$ cat src/rtl/gpif_counter_source.sv
// gpif_counter_source
//   Counter data source for the FX3 GPIF II slave-FIFO port. It generates
//   up, down or walking-one words on DQ and drives the write strobe itself.
//   Output is throttled by the FX3 full flag. Data is framed into bursts of
//   BURST_LEN words, each closed by a PKTEND_n pulse and followed by an
//   idle gap.
//
// Ports
//   i_pclk      sole clock, rising edge
//   i_reset_n   synchronous active-low reset
//   i_enable    run request, sampled every cycle
//   i_mode      00 up, 01 down, 10 walking-one, 11 treated as up
//   i_full_n    FX3 full/watermark flag, low = stop writing
//   o_wr_n      write strobe, active low, registered
//   o_pktend_n  packet-end strobe, active low, registered
//   o_dq        write data, registered, valid while o_wr_n is low
//   o_led       top 8 bits of the running count, zero-padded
module gpif_counter_source #(
  parameter int DATA_WIDTH = 32,
  parameter int CNT_WIDTH  = 32,
  parameter int STEP       = 1,
  parameter int BURST_LEN  = 1024,
  parameter int IDLE_GAP   = 4
) (
  input  logic                  i_pclk,
  input  logic                  i_reset_n,
  input  logic                  i_enable,
  input  logic [1:0]            i_mode,
  input  logic                  i_full_n,
  output logic                  o_wr_n,
  output logic                  o_pktend_n,
  output logic [DATA_WIDTH-1:0] o_dq,
  output logic [7:0]            o_led
);

  // The word counter only needs to reach BURST_LEN-1; the increment on the
  // last word may wrap because PKTEND clears it on the next cycle.
  localparam int WC_W = (BURST_LEN > 1) ? $clog2(BURST_LEN) : 1;
  localparam logic [WC_W-1:0]      WC_LAST  = WC_W'((BURST_LEN > 0) ? BURST_LEN - 1 : 0);
  localparam logic [7:0]           GAP_LAST = 8'((IDLE_GAP > 0) ? IDLE_GAP - 1 : 0);
  localparam logic [CNT_WIDTH-1:0] STEP_C   = CNT_WIDTH'(STEP);
  localparam logic [CNT_WIDTH-1:0] ONE_C    = CNT_WIDTH'(1);

  typedef enum logic [2:0] {S_IDLE, S_WRITE, S_STALL, S_PKTEND, S_GAP} state_t;

  state_t                r_state, w_state_nx;
  logic [1:0]            r_mode_q;
  logic [CNT_WIDTH-1:0]  r_count;
  logic [CNT_WIDTH-1:0]  w_count_adv;
  logic [WC_W-1:0]       r_word_cnt;
  logic [7:0]            r_gap_cnt;
  logic                  r_wr_n, r_pktend_n;
  logic [DATA_WIDTH-1:0] r_dq;
  logic                  w_wr_n_nx, w_pktend_n_nx;
  logic [DATA_WIDTH-1:0] w_dq_nx;
  logic [DATA_WIDTH-1:0] w_word;
  logic                  w_last;
  logic                  w_start;

  // Count zero-extended onto DQ; LED shows its top byte.
  generate
    if (CNT_WIDTH < DATA_WIDTH) begin : g_dq_pad
      assign w_word = {{(DATA_WIDTH-CNT_WIDTH){1'b0}}, r_count};
    end else begin : g_dq_full
      assign w_word = r_count;
    end
    if (CNT_WIDTH >= 8) begin : g_led_top
      assign o_led = r_count[CNT_WIDTH-1 -: 8];
    end else begin : g_led_pad
      assign o_led = {{(8-CNT_WIDTH){1'b0}}, r_count};
    end
  endgenerate

  assign w_last  = (BURST_LEN != 0) && (r_word_cnt == WC_LAST);
  assign w_start = i_enable && i_full_n;

  always_comb begin
    case (r_mode_q)
      2'b01:   w_count_adv = r_count - STEP_C;
      // Rotate left across CNT_WIDTH bits; written with shifts so a 1-bit
      // counter elaborates too.
      2'b10:   w_count_adv = (r_count << 1) | (r_count >> (CNT_WIDTH-1));
      default: w_count_adv = r_count + STEP_C;
    endcase
  end

  // State register
  always_ff @(posedge i_pclk) begin
    if (!i_reset_n) r_state <= S_IDLE;
    else            r_state <= w_state_nx;
  end

  // Next state. Burst completion outranks both the full flag and a drop
  // of enable, so a finished burst is always committed with PKTEND.
  always_comb begin
    w_state_nx = r_state;
    case (r_state)
      S_IDLE:   if (w_start) w_state_nx = S_WRITE;
      S_WRITE: begin
        if (w_last)         w_state_nx = S_PKTEND;
        else if (!i_enable) w_state_nx = S_IDLE;
        else if (!i_full_n) w_state_nx = S_STALL;
      end
      S_STALL: begin
        if (!i_enable)     w_state_nx = S_IDLE;
        else if (i_full_n) w_state_nx = S_WRITE;
      end
      S_PKTEND: w_state_nx = (IDLE_GAP == 0) ? S_IDLE : S_GAP;
      S_GAP:    if (r_gap_cnt == GAP_LAST) w_state_nx = S_IDLE;
      default:  w_state_nx = S_IDLE;
    endcase
  end

  // Output decode, registered below so every strobe leaves a flop.
  always_comb begin
    w_wr_n_nx     = 1'b1;
    w_pktend_n_nx = 1'b1;
    w_dq_nx       = r_dq;
    case (r_state)
      S_WRITE: begin
        w_wr_n_nx = 1'b0;
        w_dq_nx   = w_word;
      end
      S_STALL:  w_dq_nx = w_word;
      S_PKTEND: w_pktend_n_nx = 1'b0;
      default: ;
    endcase
  end

  always_ff @(posedge i_pclk) begin
    if (!i_reset_n) begin
      r_wr_n     <= 1'b1;
      r_pktend_n <= 1'b1;
      r_dq       <= '0;
      r_count    <= '0;
      r_mode_q   <= 2'b00;
      r_word_cnt <= '0;
      r_gap_cnt  <= '0;
    end else begin
      r_wr_n     <= w_wr_n_nx;
      r_pktend_n <= w_pktend_n_nx;
      r_dq       <= w_dq_nx;
      case (r_state)
        S_IDLE: if (w_start) begin
          r_mode_q <= i_mode;
          // Entering walking-one from another mode reloads the single bit;
          // staying in walking-one keeps rotating from where it was.
          if (i_mode == 2'b10 && r_mode_q != 2'b10) r_count <= ONE_C;
        end
        S_WRITE: begin
          r_count    <= w_count_adv;
          r_word_cnt <= r_word_cnt + 1'b1;
        end
        S_PKTEND: begin
          r_word_cnt <= '0;
          r_gap_cnt  <= '0;
        end
        S_GAP:   r_gap_cnt <= r_gap_cnt + 8'd1;
        default: ;
      endcase
    end
  end

  assign o_wr_n     = r_wr_n;
  assign o_pktend_n = r_pktend_n;
  assign o_dq       = r_dq;

endmodule
$ cat config.mk
export PLATFORM = sky130hd
export DESIGN_NAME = gpif_counter_source
export DESIGN_NICKNAME = d
export VERILOG_FILES = /design/src/rtl/gpif_counter_source.sv
export SDC_FILE = /design/constraint.sdc
export NUM_CORES = 1
export LEC_CHECK = 0
export ABC_AREA = 1
export BUFFER_PORTS_ARGS = -buffer_cell sky130_fd_sc_hd__buf_4
export CAP_MARGIN = 20
export CORE_ASPECT_RATIO = 1.1
export CORE_MARGIN = 2
export CORE_UTILIZATION = 30
export DETAILED_ROUTE_END_ITERATION = 8
export PLACE_DENSITY = 0.57
export SYNTH_ARGS = -nofsm -noshare
export SYNTH_HDL_FRONTEND = slang
export SYNTH_SLANG_ARGS = --single-unit
$ cat constraint.sdc
create_clock -name i_pclk -period 1.77 [get_ports i_pclk]
set_input_delay 0.354 -clock i_pclk [delete_from_list [all_inputs] [get_ports i_pclk]]
set_output_delay 0.354 -clock i_pclk [all_outputs]
set_load 0.005 [all_outputs]
==> run summary <==
Synth warn: 0
Fin area: 8760 sq um
Worst Hold Class: in -> reg
Worst ir drop on vdd: 0.530 mV
Crit-path max FO: 7
Die area: 20900 sq um
Final Power: 0.00623 W
Final global-route overflow total: 0
Buffers added on ports: 47
Deepest clock path buffer count: 2
Clk Latency, worst-skew pair: 0.36 ns
RSZ-0062 raised after global routing: true
Die Height: 152 um
Final Cycle Share: 118%
Worst setup SP type: flip-flop
Synth area leader: dfxtp_1
Initial Utilization: 30.9%
Row count: 53
R2R Setup Slk: -0.32 ns
Final HPWL DP: 14.2 mm
CTS tree: yes
R2r startpoint: r_mode_q[0]$_SDFFE_PN0P_
Core Box Area: 19200 sq um
Total of max-cap violations: 0
Cells after Synth: 940
RR Endpoint: r_count[13]$_SDFFE_PN0P_
Layout area overhead: 47.5%
CP Launch Point: r_mode_q[0]$_SDFFE_PN0P_
Synth top area share: 30.0%
Final Setup Violations: 29
CP arrival: 2.36 ns
FF+latch count, synth: 89
Worst r2r path cells: 15
Die Wd: 138 um
WS Path Type: reg -> reg
Routed vias: 6727
Synth area leaders: dfxtp_1 (30%), nand2_1 (17%), a21oi_1 (9.8%), inv_1 (7.0%), nand3_1 (4.8%)
Largest net degree at the start of global routing: 35
Post-Route WL: 20.8 mm
DR WL/cell: 15.3 um
Initial antenna violation count: 0
FILL cells: 1896
Via/cell ratio: 4.95
Core Util, Final: 45.5%
Pins Over Slew Limit: 0
Drt drc: 0
Place WS: -0.410 ns
Top achievable clock speed: 479 MHz
Share of cells above drive strength 1: 36.8%
Final worst slack: -0.317 ns
Seq/Total Area, Yosys: 30.0%
Vias in the first global route: 6169
Commonest non-fill, non-tap cell in the layout: nand2_1
GRT Util Overall: 18.3%
Slew HR: 69.6%
Synth Cell Area: 5940 sq um
Final hold violations: 0
PD cells: 711 nW/um^2
Gpl congestion: 0.915
First-pass GRT wire length: 31.0 mm
Max H-tree Level: 3
Post-placement cell area: 7400 sq um
# hold bufs at CTS: 0
Mapped Avg Cell Area: 6.32 sq um
Yosys cell types: 49
Starting DRT DRC Count: 463
WP data required: 2.05 ns
Post-route ant nets: 0
CP Capture Type: flip-flop
Nets: 1115
Status: finished, violations left
CP Capture Point: r_count[13]$_SDFFE_PN0P_
Worst Skew: 0.00864 ns
Most frequent cells in the layout: nand2_1 (202), buf_4 (169), a21oi_1 (110)
DRT Pass-1 Iters: 5
Worst-path clk slew: 0.06 ns
Failing checks: setup timing
Final Critical Period: 2.09 ns
Io pins: 48
Clock sink count: 89
Ant. Diodes: 0
Num CTS Buffers: 9
Worst-Margin Slew: 0.452 ns
Root Buffer: clkbuf_16
Leakage: 3.81 nW
Syn_nets: 949
[state kept, by name, summed over array words and instances (netlist names)]
signal	cells
r_gap_cnt	8
o_pktend_n	1
o_wr_n	1
r_word_cnt	10
o_dq	32
r_mode_q	2
r_count	32
r_state	3
[where the power goes]
part	internal (W)	leakage, nW	switching, W
logic	0.000938	2.95	0.00113
clock network	0.00103	0.133	0.000855
registers	0.00216	0.727	0.000114
total	0.00413	3.81	0.00210
[cells by family (layout without fill, tap and decap cells)]
logic type	count (synthesis)	in the layout	share of synthesized area (%)
xor gates and xnor gates	18	18	3.41
AOI/OAI and AO/OA	219	219	21.4
adders and majority gates	3	3	0.632
buffers and inverters	161	332	12.3
DFF	89	89	30.0
and+or+nand+nor	450	450	32.3
[final cells by class]
cell class / instances / area (sq um) / area share (%)
inverter: 117 / 447 / 5.10
clock inverter: 2 / 12.5 / 0.143
timing repair buffer: 199 / 1760 / 20.1
tap: 247 / 309 / 3.53
sequential: 89 / 1800 / 20.5
clock buffer: 14 / 264 / 3.02
multi-input combinational: 690 / 4160 / 47.6
[synthesized netlist by cell type, drive strengths merged]
master / n
and3: 2
a311oi: 1
o211ai: 4
nor3b: 1
o22ai: 1
buf: 21
nand3: 57
a311o: 1
inv: 116
xor2: 15
ha: 3
a221oi: 3
a21boi: 1
nor4: 3
a32o: 1
a21oi: 121
a41o: 1
nand4: 4
nand2: 297
and2: 5
dfxtp: 89
o41ai: 1
a32oi: 1
nor2: 70
a41oi: 20
o21bai: 1
clkinv: 1
o21ai: 55
a22oi: 2
a31oi: 3
xnor2: 3
clkbuf: 23
nor3: 11
a21o: 2
[metrics by stage]
step	std cells	setup TNS (ns)	hold WS, ns
finish	1358	-6.12	0.340
global route	1358	-9.74	0.340
global placement	1315	-7.75	0.466
CTS	1333	-4.50	0.337
detailed placement	1315	-7.88	0.468
floorplan	940	-0.0526	0.445
[routing by layer]
layer / part of all wire [%] / vias to the layer above / global-route usage (%) / wire length [um]
met5: 0 / - / 0 / 0
met4: 2.5 / 0 / 6.17 / 520
met3: 3.4 / 36 / 3.49 / 701
met2: 48 / 126 / 31.1 / 9920
met1: 46 / 3171 / 23.4 / 9660
li1: - / 3394 / - / -
[worst min path at each step]
stage,startpoint,endpoint,slack [ns],depth (start not counted)
finish,i_full_n,r_state[1]$_SDFFE_PN0P_,0.34,4
global route,i_full_n,r_state[1]$_SDFFE_PN0P_,0.34,4
CTS,i_full_n,r_state[1]$_SDFFE_PN0P_,0.34,4
detailed placement,r_count[16]$_SDFFE_PN0P_,r_count[16]$_SDFFE_PN0P_,0.47,2
global placement,r_count[23]$_SDFFE_PN0P_,r_count[23]$_SDFFE_PN0P_,0.47,2
floorplan,r_count[16]$_SDFFE_PN0P_,r_count[16]$_SDFFE_PN0P_,0.45,2
[worst max-delay path, stage by stage (launching register included)]
cell and delay [ns]:
dfxtp_4 0.38, inv_4 0.04, nor2_4 0.11, buf_12 0.14
buf_12 0.13, nand2_2 0.05, nand2_2 0.15, nand2_4 0.09
nor2_4 0.13, and2_1 0.15, nand2_1 0.06, nand2_2 0.10
buf_6 0.12, xor2_2 0.13, o21ai_1 0.07, a21oi_1 0.16
[repair_timing]
item                       4_1_cts  5_1_grt
gates cloned                     0        5
resized for setup               45      168
setup endpoints to repair       31       35
pin swaps                        3       58
hold endpoints to repair         0        0
setup buffers                    2       22
(Power assumes the default switching activity.)
